### src/rtl/instruction_fetch_unit.sv
// Fetch stage: PC generation, imem read issue, Fetch/Decode presentation with stall hold and branch redirect.
// Latency: one cycle from imem read to presentation; redirect costs exactly one bubble.
// Backpressure: stall parks the presented instruction in a hold register and pauses reads; redirect overrides stall.
module instruction_fetch_unit #(
  parameter int                     PC_WIDTH    = 16,
  parameter int                     INSTR_WIDTH = 20,
  parameter logic [PC_WIDTH-1:0]    RESET_PC    = 16'h0000,
  parameter logic [INSTR_WIDTH-1:0] NOP_INSTR   = 20'h00000
) (
  input  logic                   clk,
  input  logic                   reset,
  input  logic                   stall,
  input  logic                   redirect,
  input  logic [PC_WIDTH-1:0]    redirect_target,
  output logic [PC_WIDTH-1:0]    imem_addr,
  output logic                   imem_rd_en,
  input  logic [INSTR_WIDTH-1:0] imem_rdata,
  output logic [PC_WIDTH-1:0]    pc_out,
  output logic [INSTR_WIDTH-1:0] instruction_out,
  output logic                   instr_valid,
  output logic [15:0]            accepted_count
);

  typedef enum logic [1:0] {
    IDLE = 2'd0,
    RUN  = 2'd1,
    HOLD = 2'd2
  } state_t;

  state_t                 state_q, state_d;
  logic [PC_WIDTH-1:0]    fetch_pc_q;
  logic [PC_WIDTH-1:0]    req_pc_q;
  logic                   outstanding_q;
  logic                   hold_valid_q;
  logic [INSTR_WIDTH-1:0] hold_instr_q;
  logic [PC_WIDTH-1:0]    hold_pc_q;
  logic [PC_WIDTH-1:0]    last_pc_q;
  logic [PC_WIDTH-1:0]    last_addr_q;

  logic                   rd_req;
  logic [PC_WIDTH-1:0]    rd_addr;
  logic                   capture;
  logic                   clear_hold;
  logic                   in_hold;
  logic                   squash;
  logic                   accept;
  logic [PC_WIDTH-1:0]    pres_pc;
  logic [INSTR_WIDTH-1:0] pres_instr;

  always_ff @(posedge clk or posedge reset) begin
    if (reset) begin
      state_q <= IDLE;
    end else begin
      state_q <= state_d;
    end
  end

  always_comb begin
    state_d    = state_q;
    rd_req     = 1'b0;
    rd_addr    = fetch_pc_q;
    capture    = 1'b0;
    clear_hold = 1'b0;
    case (state_q)
      IDLE: begin
        rd_req  = 1'b1;
        state_d = RUN;
      end
      RUN: begin
        if (redirect) begin
          rd_req  = 1'b1;
          rd_addr = redirect_target;
        end else if (!stall) begin
          rd_req = 1'b1;
        end else if (outstanding_q) begin
          capture = 1'b1;
          state_d = HOLD;
        end
      end
      HOLD: begin
        // Leaving HOLD always restarts the read stream so the next word lands without a bubble.
        if (redirect) begin
          rd_req     = 1'b1;
          rd_addr    = redirect_target;
          clear_hold = 1'b1;
          state_d    = RUN;
        end else if (!stall) begin
          rd_req     = 1'b1;
          clear_hold = 1'b1;
          state_d    = RUN;
        end
      end
      default: state_d = IDLE;
    endcase
  end

  assign in_hold    = (state_q == HOLD);
  assign pres_pc    = in_hold ? hold_pc_q : req_pc_q;
  assign pres_instr = in_hold ? hold_instr_q : imem_rdata;
  assign squash     = redirect && (state_q != IDLE);

  assign instr_valid     = (hold_valid_q | outstanding_q) & ~squash;
  assign instruction_out = instr_valid ? pres_instr : NOP_INSTR;
  assign pc_out          = instr_valid ? pres_pc : last_pc_q;
  assign accept          = instr_valid & ~stall & ~redirect;

  // IDLE would request while reset is still asserted; keep the strobe quiet until release.
  assign imem_rd_en = rd_req & ~reset;
  assign imem_addr  = imem_rd_en ? rd_addr : last_addr_q;

  always_ff @(posedge clk or posedge reset) begin
    if (reset) begin
      fetch_pc_q     <= RESET_PC;
      req_pc_q       <= RESET_PC;
      outstanding_q  <= 1'b0;
      hold_valid_q   <= 1'b0;
      hold_instr_q   <= NOP_INSTR;
      hold_pc_q      <= '0;
      last_pc_q      <= '0;
      last_addr_q    <= RESET_PC;
      accepted_count <= 16'h0000;
    end else begin
      outstanding_q <= rd_req;
      if (rd_req) begin
        req_pc_q    <= rd_addr;
        fetch_pc_q  <= rd_addr + PC_WIDTH'(1);
        last_addr_q <= rd_addr;
      end
      if (capture) begin
        hold_valid_q <= 1'b1;
        hold_instr_q <= imem_rdata;
        hold_pc_q    <= req_pc_q;
      end else if (clear_hold) begin
        hold_valid_q <= 1'b0;
      end
      if (instr_valid) begin
        last_pc_q <= pres_pc;
      end
      if (accept && (accepted_count != 16'hFFFF)) begin
        accepted_count <= accepted_count + 16'h0001;
      end
    end
  end

endmodule

### config.mk
export PLATFORM = sky130hd
export DESIGN_NAME = instruction_fetch_unit
export DESIGN_NICKNAME = d
export VERILOG_FILES = /design/src/rtl/instruction_fetch_unit.sv
export SDC_FILE = /design/constraint.sdc
export NUM_CORES = 1
export LEC_CHECK = 0
export ABC_AREA = 1
export BUFFER_PORTS_ARGS = -buffer_cell sky130_fd_sc_hd__buf_2
export CAP_MARGIN = 5
export CORE_ASPECT_RATIO = 0.6
export CORE_MARGIN = 2
export CORE_UTILIZATION = 60
export CTS_CLUSTER_SIZE = 16
export DETAILED_ROUTE_END_ITERATION = 10
export GPL_TIMING_DRIVEN = 1
export PLACE_DENSITY = 0.9
export SYNTH_ARGS = -nofsm -noshare
export SYNTH_HDL_FRONTEND = slang
export SYNTH_SLANG_ARGS = --single-unit
### constraint.sdc
create_clock -name clk -period 8.4 [get_ports clk]
set_input_delay 0.84 -clock clk [delete_from_list [all_inputs] [get_ports clk]]
set_output_delay 0.84 -clock clk [all_outputs]
set_load 0.01 [all_outputs]
==> results.md, run 1 <==
- Proportion of netlist area held by the largest area contributor: 46.2%
- Post-synthesis instance area: 0.00563 mm^2
- Unrepaired setup endpoints after global routing: false
- Post-Synthesis Mean Instance Area: 7.87 um^2
- Global-route wire length before repair: 23.9 mm
- Number of library cell types mapped by synthesis: 37
- Proportion of power drawn by the clock network: 16.1%
- Worst max-slew margin expressed relative to the limit: 18.7%
- Antenna fix cells: 0
- Internal: 1420 uW
- Fin util: 70.8%
- Horizontal die dimension: 129 um
- Reg2reg start: state_q[0]$_DFFE_PP0P_
- Latest clock arrival within the worst-skew pair: 0.35 ns
- Clock tree from TritonCTS: yes
- Count of final max-slew check failures: 0
- Final routed DRC violation total: 0
- Gate count of the mapped netlist: 716
- Number of sinks on the clock net: 104
- Switching part of the total power: 46.9%
- Sum of routed wire length over all layers: 15.1 mm
- Clock transition at the register clock pins on the worst setup and hold paths after CTS: 0.07 ns
- Cell type with the largest total area after synthesis: sky130_fd_sc_hd__dfrtp_1
- Status: completed
- Fin crit period: 4.13 ns
- Boundary Pins: 110
- Number of iterations in the first detailed-routing pass: 6
- Net count of the mapped netlist: 763
- Period utilization: 49.1%
- Setup total negative slack: 0 ns
- WL per Instance: 16.1 um
- Required time at the endpoint of the critical path: 7.56 ns
- Worst r2r path cells: 13
- Die Height: 79.0 um
- Root buffer cell: sky130_fd_sc_hd__clkbuf_16
- Min-Delay Path Class: reg -> reg
- Switching power of the nets: 1260 uW
- Async S/R FF share, synth: 100%
- Hold Path Depth: 2
- Initial antenna violation count: 0
- Fraction of the yosys area taken by sequential cells: 46.2%
- Worst vdd ir: 0.275 mV
- Clock buffer count from CTS: 9
- Number of warnings issued by yosys: 0
- EDFF count, synth: 0
- Final non-filler cell total: 939
- Leakage: 0.00326 uW
- Count of final setup violators: 0
- Area growth, synth to finish: 15.1%
- Peak fanout along the critical path: 33
- Type of the worst setup path: reg -> out
- Worst reg2reg endpoint: fetch_pc_q[14]$_DFFE_PP0N_
- Number of synthesized register bits: 104
- Register-to-register setup slack: 5.56 ns
- Count of standard-cell rows: 27
- Initial core utilization: 61.5%
- Max-Cap Viols: 0
- Vias per Instance: 5.65
- Number of H-tree branching levels: 3
- Power per unit of standard cell area: 413 mW/mm^2
- Power share of the combinational group: 52.1%
- Portion of total power attributed to sequential cells: 31.8%
- Total routing resource utilization after global routing: 30.3%
- Number of global-route vias before repair: 4881
- Fmax: 242 MHz
- DP Wirelength: 10.5 mm
- Filler Cell Count: 710
- Die Outline Area: 0.0102 mm^2
- Total via count in the routed design: 5302
- Gr ovfl total: 0
- Number of buffers inserted to repair setup after CTS: 0
- Placeable core region: 0.00916 mm^2
- Number of violations reported at the end of detailed-routing iteration 0: 552
- Transition at the pin with the smallest max-transition slack: 1.22 ns
- Cell Count Post-Placement: 923
- Hold Path Origin: hold_pc_q[5]$_DFFE_PP0P_
- Sort of element at the end of the critical path: output port
- Max Clock Skew: 0.00683 ns
- Hold buffer count at cts: 0
- Worst Setup Start Kind: flop
- Arrival @ worst endpoint: 3.29 ns
- Synth top area cells: sky130_fd_sc_hd__dfrtp_1, sky130_fd_sc_hd__nand2_1, sky130_fd_sc_hd__o21ai_0
- Ys flop type: sky130_fd_sc_hd__dfrtp_1
- Final weighted congestion in routability-driven placement: 1.05
- Post-CTS resize count: 0
- Total number of nets in the final design: 851
- Clk buf depth: 2
- Final Hold Viols: 0
- Antenna Violating Nets Remaining: 0
- Port bufs: 109
- Sink of the worst hold path: hold_pc_q[5]$_DFFE_PP0P_
- Largest net degree at the start of global routing: 70
- Fraction of final layout cells sized beyond drive strength 1: 21.5%
-- state kept, by name (all words and copies together) (netlist names) --
register        cells
state_q             2
outstanding_q       1
last_addr_q        16
last_pc_q          16
hold_valid_q        1
hold_instr_q       20
hold_pc_q          16
accepted_count     16
fetch_pc_q         16
-- cells in the final DEF (no fill, tap or decap), types with 4 or more instances in the layout --
master,netlist,layout
sky130_fd_sc_hd__nand4_1,12,12
sky130_fd_sc_hd__ha_1,7,7
sky130_fd_sc_hd__o21bai_1,5,5
sky130_fd_sc_hd__nand2_1,206,205
sky130_fd_sc_hd__o21ai_1,6,6
sky130_fd_sc_hd__a21oi_1,27,27
sky130_fd_sc_hd__nand3_1,45,45
sky130_fd_sc_hd__nand2_2,12,13
sky130_fd_sc_hd__buf_4,1,4
sky130_fd_sc_hd__xor2_1,6,6
sky130_fd_sc_hd__mux2_2,13,13
sky130_fd_sc_hd__dfrtp_1,104,104
sky130_fd_sc_hd__nor2_1,63,63
sky130_fd_sc_hd__buf_2,10,109
sky130_fd_sc_hd__o21ai_0,55,55
sky130_fd_sc_hd__inv_1,64,63
sky130_fd_sc_hd__a31oi_1,16,16
sky130_fd_sc_hd__xnor2_1,4,4
sky130_fd_sc_hd__nor3_1,7,7
sky130_fd_sc_hd__clkbuf_16,0,9
sky130_fd_sc_hd__nor2_2,4,4
-- worst max path at each step --
stage	startpoint	endpoint	slack, ns	depth (start not counted)
floorplan	reset	accepted_count[0]$_DFFE_PP0P_	4.83	1
global placement	redirect	imem_addr[6]	4.72	10
detailed placement	redirect	imem_addr[11]	4.58	10
CTS	state_q[0]$_DFFE_PP0P_	imem_addr[11]	4.36	9
global route	state_q[1]$_DFFE_PP0P_	imem_addr[14]	3.97	9
finish	state_q[0]$_DFFE_PP0P_	imem_addr[14]	4.27	9
-- area by class of cell --
| class | count | area (um^2) | share of cell area, % |
|---|---|---|---|
| clock inverters | 6 | 75.1 | 1.16 |
| inverters | 67 | 254 | 3.92 |
| repair buffers | 113 | 576 | 8.88 |
| well taps | 130 | 163 | 2.51 |
| flip-flops and latches | 104 | 2600 | 40.2 |
| multi-input cells | 509 | 2580 | 39.8 |
| clock buffers | 10 | 229 | 3.53 |
-- stage by stage --
| stage | hold WS (ns) | total power [uW] | worst slack, ns | cell area (um^2) |
|---|---|---|---|---|
| floorplan | 0.449 | 1810 | 4.83 | 5630 |
| global placement | 0.467 | 2150 | 4.72 | 6180 |
| detailed placement | 0.473 | 2220 | 4.58 | 6180 |
| CTS | 0.490 | 2660 | 4.36 | 6480 |
| global route | 0.515 | 2870 | 3.97 | 6480 |
| finish | 0.486 | 2680 | 4.27 | 6480 |
-- cell families (layout without fill, tap and decap cells) --
logic type | after synthesis | count (layout) | share of synthesized area, %
AND/OR/NAND/NOR | 360 | 360 | 28.2
AO/OA/AOI/OAI | 119 | 119 | 11.9
flip-flops | 104 | 104 | 46.2
buffers and inverters | 103 | 196 | 7.98
multiplexers | 13 | 13 | 2.60
XOR/XNOR | 10 | 10 | 1.56
adder cells (fa/ha/maj) | 7 | 7 | 1.56
-- power by group through the flow --
stage | logic (uW) | registers (uW) | clock network (uW)
6_report | 1400 | 852 | 430
4_1_cts | 1380 | 849 | 434
2_1_floorplan | 979 | 831 | 0
5_1_grt | 1540 | 876 | 453
3_5_place_dp | 1360 | 855 | 0
3_3_place_gp | 1310 | 842 | 0
-- synthesized netlist by cell type, types with 5 or more instances --
cell type,n
sky130_fd_sc_hd__a21oi_1,27
sky130_fd_sc_hd__a31oi_1,16
sky130_fd_sc_hd__buf_2,10
sky130_fd_sc_hd__clkbuf_1,20
sky130_fd_sc_hd__dfrtp_1,104
sky130_fd_sc_hd__ha_1,7
sky130_fd_sc_hd__inv_1,64
sky130_fd_sc_hd__mux2_2,13
sky130_fd_sc_hd__nand2_1,206
sky130_fd_sc_hd__nand2_2,12
sky130_fd_sc_hd__nand3_1,45
sky130_fd_sc_hd__nand4_1,12
sky130_fd_sc_hd__nor2_1,63
sky130_fd_sc_hd__nor3_1,7
sky130_fd_sc_hd__o21ai_0,55
sky130_fd_sc_hd__o21ai_1,6
sky130_fd_sc_hd__o21bai_1,5
sky130_fd_sc_hd__xor2_1,6
-- per-layer routing --
metal  global-route usage [%]  part of all wire (%)  vias to the layer above
li1                         -                     -                     2493
met1                     41.3                    44                     2523
met2                     47.8                    46                      254
met3                     8.83                   8.7                       32
met4                     8.37                   1.6                        0
met5                        0                     0                        -
-- critical path: stages (launching register included) --
cell	delay, ns
sky130_fd_sc_hd__dfrtp_1	0.41
sky130_fd_sc_hd__inv_1	0.09
sky130_fd_sc_hd__ha_1	0.81
sky130_fd_sc_hd__nand2_1	0.11
sky130_fd_sc_hd__nand2_1	0.09
sky130_fd_sc_hd__nand2_1	0.07
sky130_fd_sc_hd__nor2_2	0.91
sky130_fd_sc_hd__nand2_1	0.13
sky130_fd_sc_hd__o21ai_0	0.13
sky130_fd_sc_hd__buf_2	0.16
Power figures use the tool's default switching activity.
==> run 2: changes to the inputs <==
ABC_AREA = 0   (was 1)
CORE_UTILIZATION = 50   (was 60)
PLACE_DENSITY = 0.8   (was 0.9)
clock period = 3.4 ns   (was 8.4 ns; I/O delays follow)
==> results.md, run 2 <==
- Share of the synthesized area in compound gates (AO/OA/AOI/OAI): 12.3%
- Number of iterations in the first detailed-routing pass: 5
- Arrival @ worst endpoint: 2.69 ns
- Number of violations reported at the end of detailed-routing iteration 0: 283
- Multi-input combinational cell area: 0.00280 mm^2
- Number of global-route vias before repair: 4395
- Clock tree from TritonCTS: yes
- Count leader, synth: sky130_fd_sc_hd__dfrtp_1
- Total via count in the routed design: 4620
- Multiplexer fraction of the synthesized cell area: 17.4%
- Internal: 3740 uW
- Async S/R FF share, synth: 100%
- Post-route setup slack: 0.372 ns
- Fraction of final layout cells sized beyond drive strength 1: 28.3%
- Dominant combinational cell family by area after synthesis: multiplexers
- Final routed DRC violation total: 0
- Total routing resource utilization after global routing: 22.4%
- Top post-synthesis cells by count: sky130_fd_sc_hd__dfrtp_1, sky130_fd_sc_hd__nand2_1, sky130_fd_sc_hd__nor2_1
- Die Outline Area: 0.0121 mm^2
- Fraction of the mapped netlist area in simple logic gates: 16.3%
- Placeable core region: 0.0107 mm^2
- Global-route wire length before repair: 21.7 mm
- Number of library cell types mapped by synthesis: 53
- Transition at the pin with the smallest max-transition slack: 0.878 ns
- Number of buffers inserted to repair setup after CTS: 0
- Status: completed
- Storage element area: 0.00260 mm^2
- Horizontal die dimension: 141 um
- Max-Cap Viols: 0
- Type of the worst setup path: reg -> out
- Period utilization: 89.1%
- Worst vdd ir: 0.433 mV
- Worst max-slew margin expressed relative to the limit: 41.5%
- Vias per Instance: 5.68
- Number of flip-flops under the largest register name: 20
- Latest clock arrival within the worst-skew pair: 0.35 ns
- Count of final setup violators: 0
- Number of warnings issued by yosys: 0
- Max Clock Skew: 0.0106 ns
- Clock transition at the register clock pins on the worst setup and hold paths after CTS: 0.07 ns
- Reg2reg start: state_q[0]$_DFFE_PP0P_
- Gr ovfl total: 0
- Critical path's largest stage delay: 0.42 ns
- Power per unit of standard cell area: 1000 mW/mm^2
- Gate count of the mapped netlist: 573
- Number of sinks on the clock net: 104
- Fmax: 330 MHz
- Cell type with the largest total area after synthesis: sky130_fd_sc_hd__dfrtp_1
- Synth Area in XOR/XNOR: 2.03%
- Switching power of the nets: 2840 uW
- Initial core utilization: 52.1%
- Area growth, synth to finish: 17.7%
- Required time at the endpoint of the critical path: 3.06 ns
- Cell with the largest stage delay on the worst path: sky130_fd_sc_hd__dfrtp_1
- Die Height: 86.0 um
- Antenna Violating Nets Remaining: 0
- Proportion of power drawn by the clock network: 16.7%
- Most common cell after layout, fill and taps aside: sky130_fd_sc_hd__buf_2
- Fraction of the yosys area taken by sequential cells: 46.5%
- Hold buffer count at cts: 0
- Filler Cell Count: 878
- Setup total negative slack: 0 ns
- Sort of element at the end of the critical path: output port
- Boundary Pins: 110
- Count of final max-slew check failures: 0
- Ys flop type: sky130_fd_sc_hd__dfrtp_1
- Peak fanout along the critical path: 31
- Register name with the most flops: hold_instr_q
- Number of synthesized register bits: 104
- Port bufs: 109
- Initial antenna violation count: 0
- Count of standard-cell rows: 29
- Largest net degree at the start of global routing: 66
- Post-synthesis instance area: 0.00560 mm^2
- Final weighted congestion in routability-driven placement: 0.911
- DP Wirelength: 9.63 mm
- Worst Setup Start Kind: flop
- Cell breakdown of the critical path: inv_1 -> ha_1 -> buf_4 -> a21oi_1 -> or2_2 -> nor2_2 -> buf_4 -> nor2_1 -> a21oi_1 -> buf_2
- Root buffer cell: sky130_fd_sc_hd__clkbuf_16
- Antenna fix cells: 0
- Proportion of netlist area held by the largest area contributor: 46.5%
- Unrepaired setup endpoints after global routing: false
- EDFF count, synth: 0
- Commonest cells after routing, fill and taps aside: sky130_fd_sc_hd__buf_2, sky130_fd_sc_hd__dfrtp_1, sky130_fd_sc_hd__nand2_1, sky130_fd_sc_hd__nor2_1, sky130_fd_sc_hd__mux2i_1
- Share of synthesized cell area in full adder, half adder and majority cells: 1.56%
- Total number of nets in the final design: 716
- Fin crit period: 3.03 ns
- Min-Delay Path Class: in -> async
- Post-CTS resize count: 0
- Portion of total power attributed to sequential cells: 33.1%
- Clock buffer count from CTS: 9
- Leakage: 0.00305 uW
- Post-placement setup slack: 0.507 ns
- Post-Synthesis Mean Instance Area: 9.77 um^2
- WL per Instance: 16.0 um
- Synth top area cells: sky130_fd_sc_hd__dfrtp_1, sky130_fd_sc_hd__mux2i_1, sky130_fd_sc_hd__mux2_2
- Number of H-tree branching levels: 3
- Net count of the mapped netlist: 620
- Power share of the combinational group: 50.2%
- Sum of routed wire length over all layers: 13.0 mm
- Switching part of the total power: 43.2%
- Critical path startpoint: state_q[0]$_DFFE_PP0P_
- Final Hold Viols: 0
- Clk buf depth: 2
## run 2: logic make-up (layout without fill, tap and decap cells)
kind of cell | after synthesis | count (layout)
compound gates | 115 | 115
xor+xnor | 13 | 13
fa+ha+maj | 7 | 7
buf+inv | 50 | 151
flops | 104 | 104
mux | 92 | 92
simple gates | 192 | 192
## run 2: critical path: cells and delay by family, from the launching register on
kind | cells | cell delay [ns]
buffers and inverters | 4 | 0.77
flip-flops | 1 | 0.42
AO/OA/AOI/OAI | 2 | 0.32
adder cells (fa/ha/maj) | 1 | 0.31
AND/OR/NAND/NOR | 3 | 0.50
## run 2: metrics by stage
stage	power, uW	util, %	hold WS (ns)	cell area, um^2	std cells
floorplan	4420	-	0.467	5600	573
global placement	5360	58.4	0.465	6270	797
detailed placement	5510	58.4	0.470	6270	797
CTS	6620	61.3	0.194	6590	813
global route	7120	61.3	0.227	6590	813
finish	6590	61.3	0.174	6590	813
## run 2: layout make-up
type                            count  share of cell area (%)
Clock inverter                      6                    1.22
Clock buffer                       10                    3.63
Inverter                           14                   0.836
Tap cell                          139                    2.64
Sequential cell                   104                    39.5
Multi-Input combinational cell    419                    42.5
Timing Repair Buffer              121                    9.65
## run 2: power groups by stage
stage	clock network [uW]	logic [uW]	registers, uW
2_1_floorplan	0	2330	2090
3_3_place_gp	0	3210	2160
3_5_place_dp	0	3310	2200
4_1_cts	1120	3320	2180
5_1_grt	1170	3690	2260
6_report	1100	3310	2180
## run 2: path summary, 6_finish.rpt
check                                                  to  slack, ns  depth (start not counted)
max reg2reg                    fetch_pc_q[15]$_DFFE_PP0N_       0.45                         10
max                                         imem_addr[11]       0.37                         10
min reg2reg                accepted_count[11]$_DFFE_PP0P_       0.48                          1
min                             hold_pc_q[15]$_DFFE_PP0P_       0.17                          2
max in group asynchronous      fetch_pc_q[15]$_DFFE_PP0N_       2.42                          3
min in group clk              hold_instr_q[1]$_DFFE_PP0P_       0.24                          2
## run 2: routing by layer
metal  share of wire [%]  up-vias  global-route usage (%)  wire length, um
li1                    -     2227                       -                -
met1                  48     2216                    31.8             6250
met2                  45      166                    35.7             5840
met3                 6.3       11                    4.97              816
met4                0.89        0                    5.27              116
met5                   0        -                       0                0
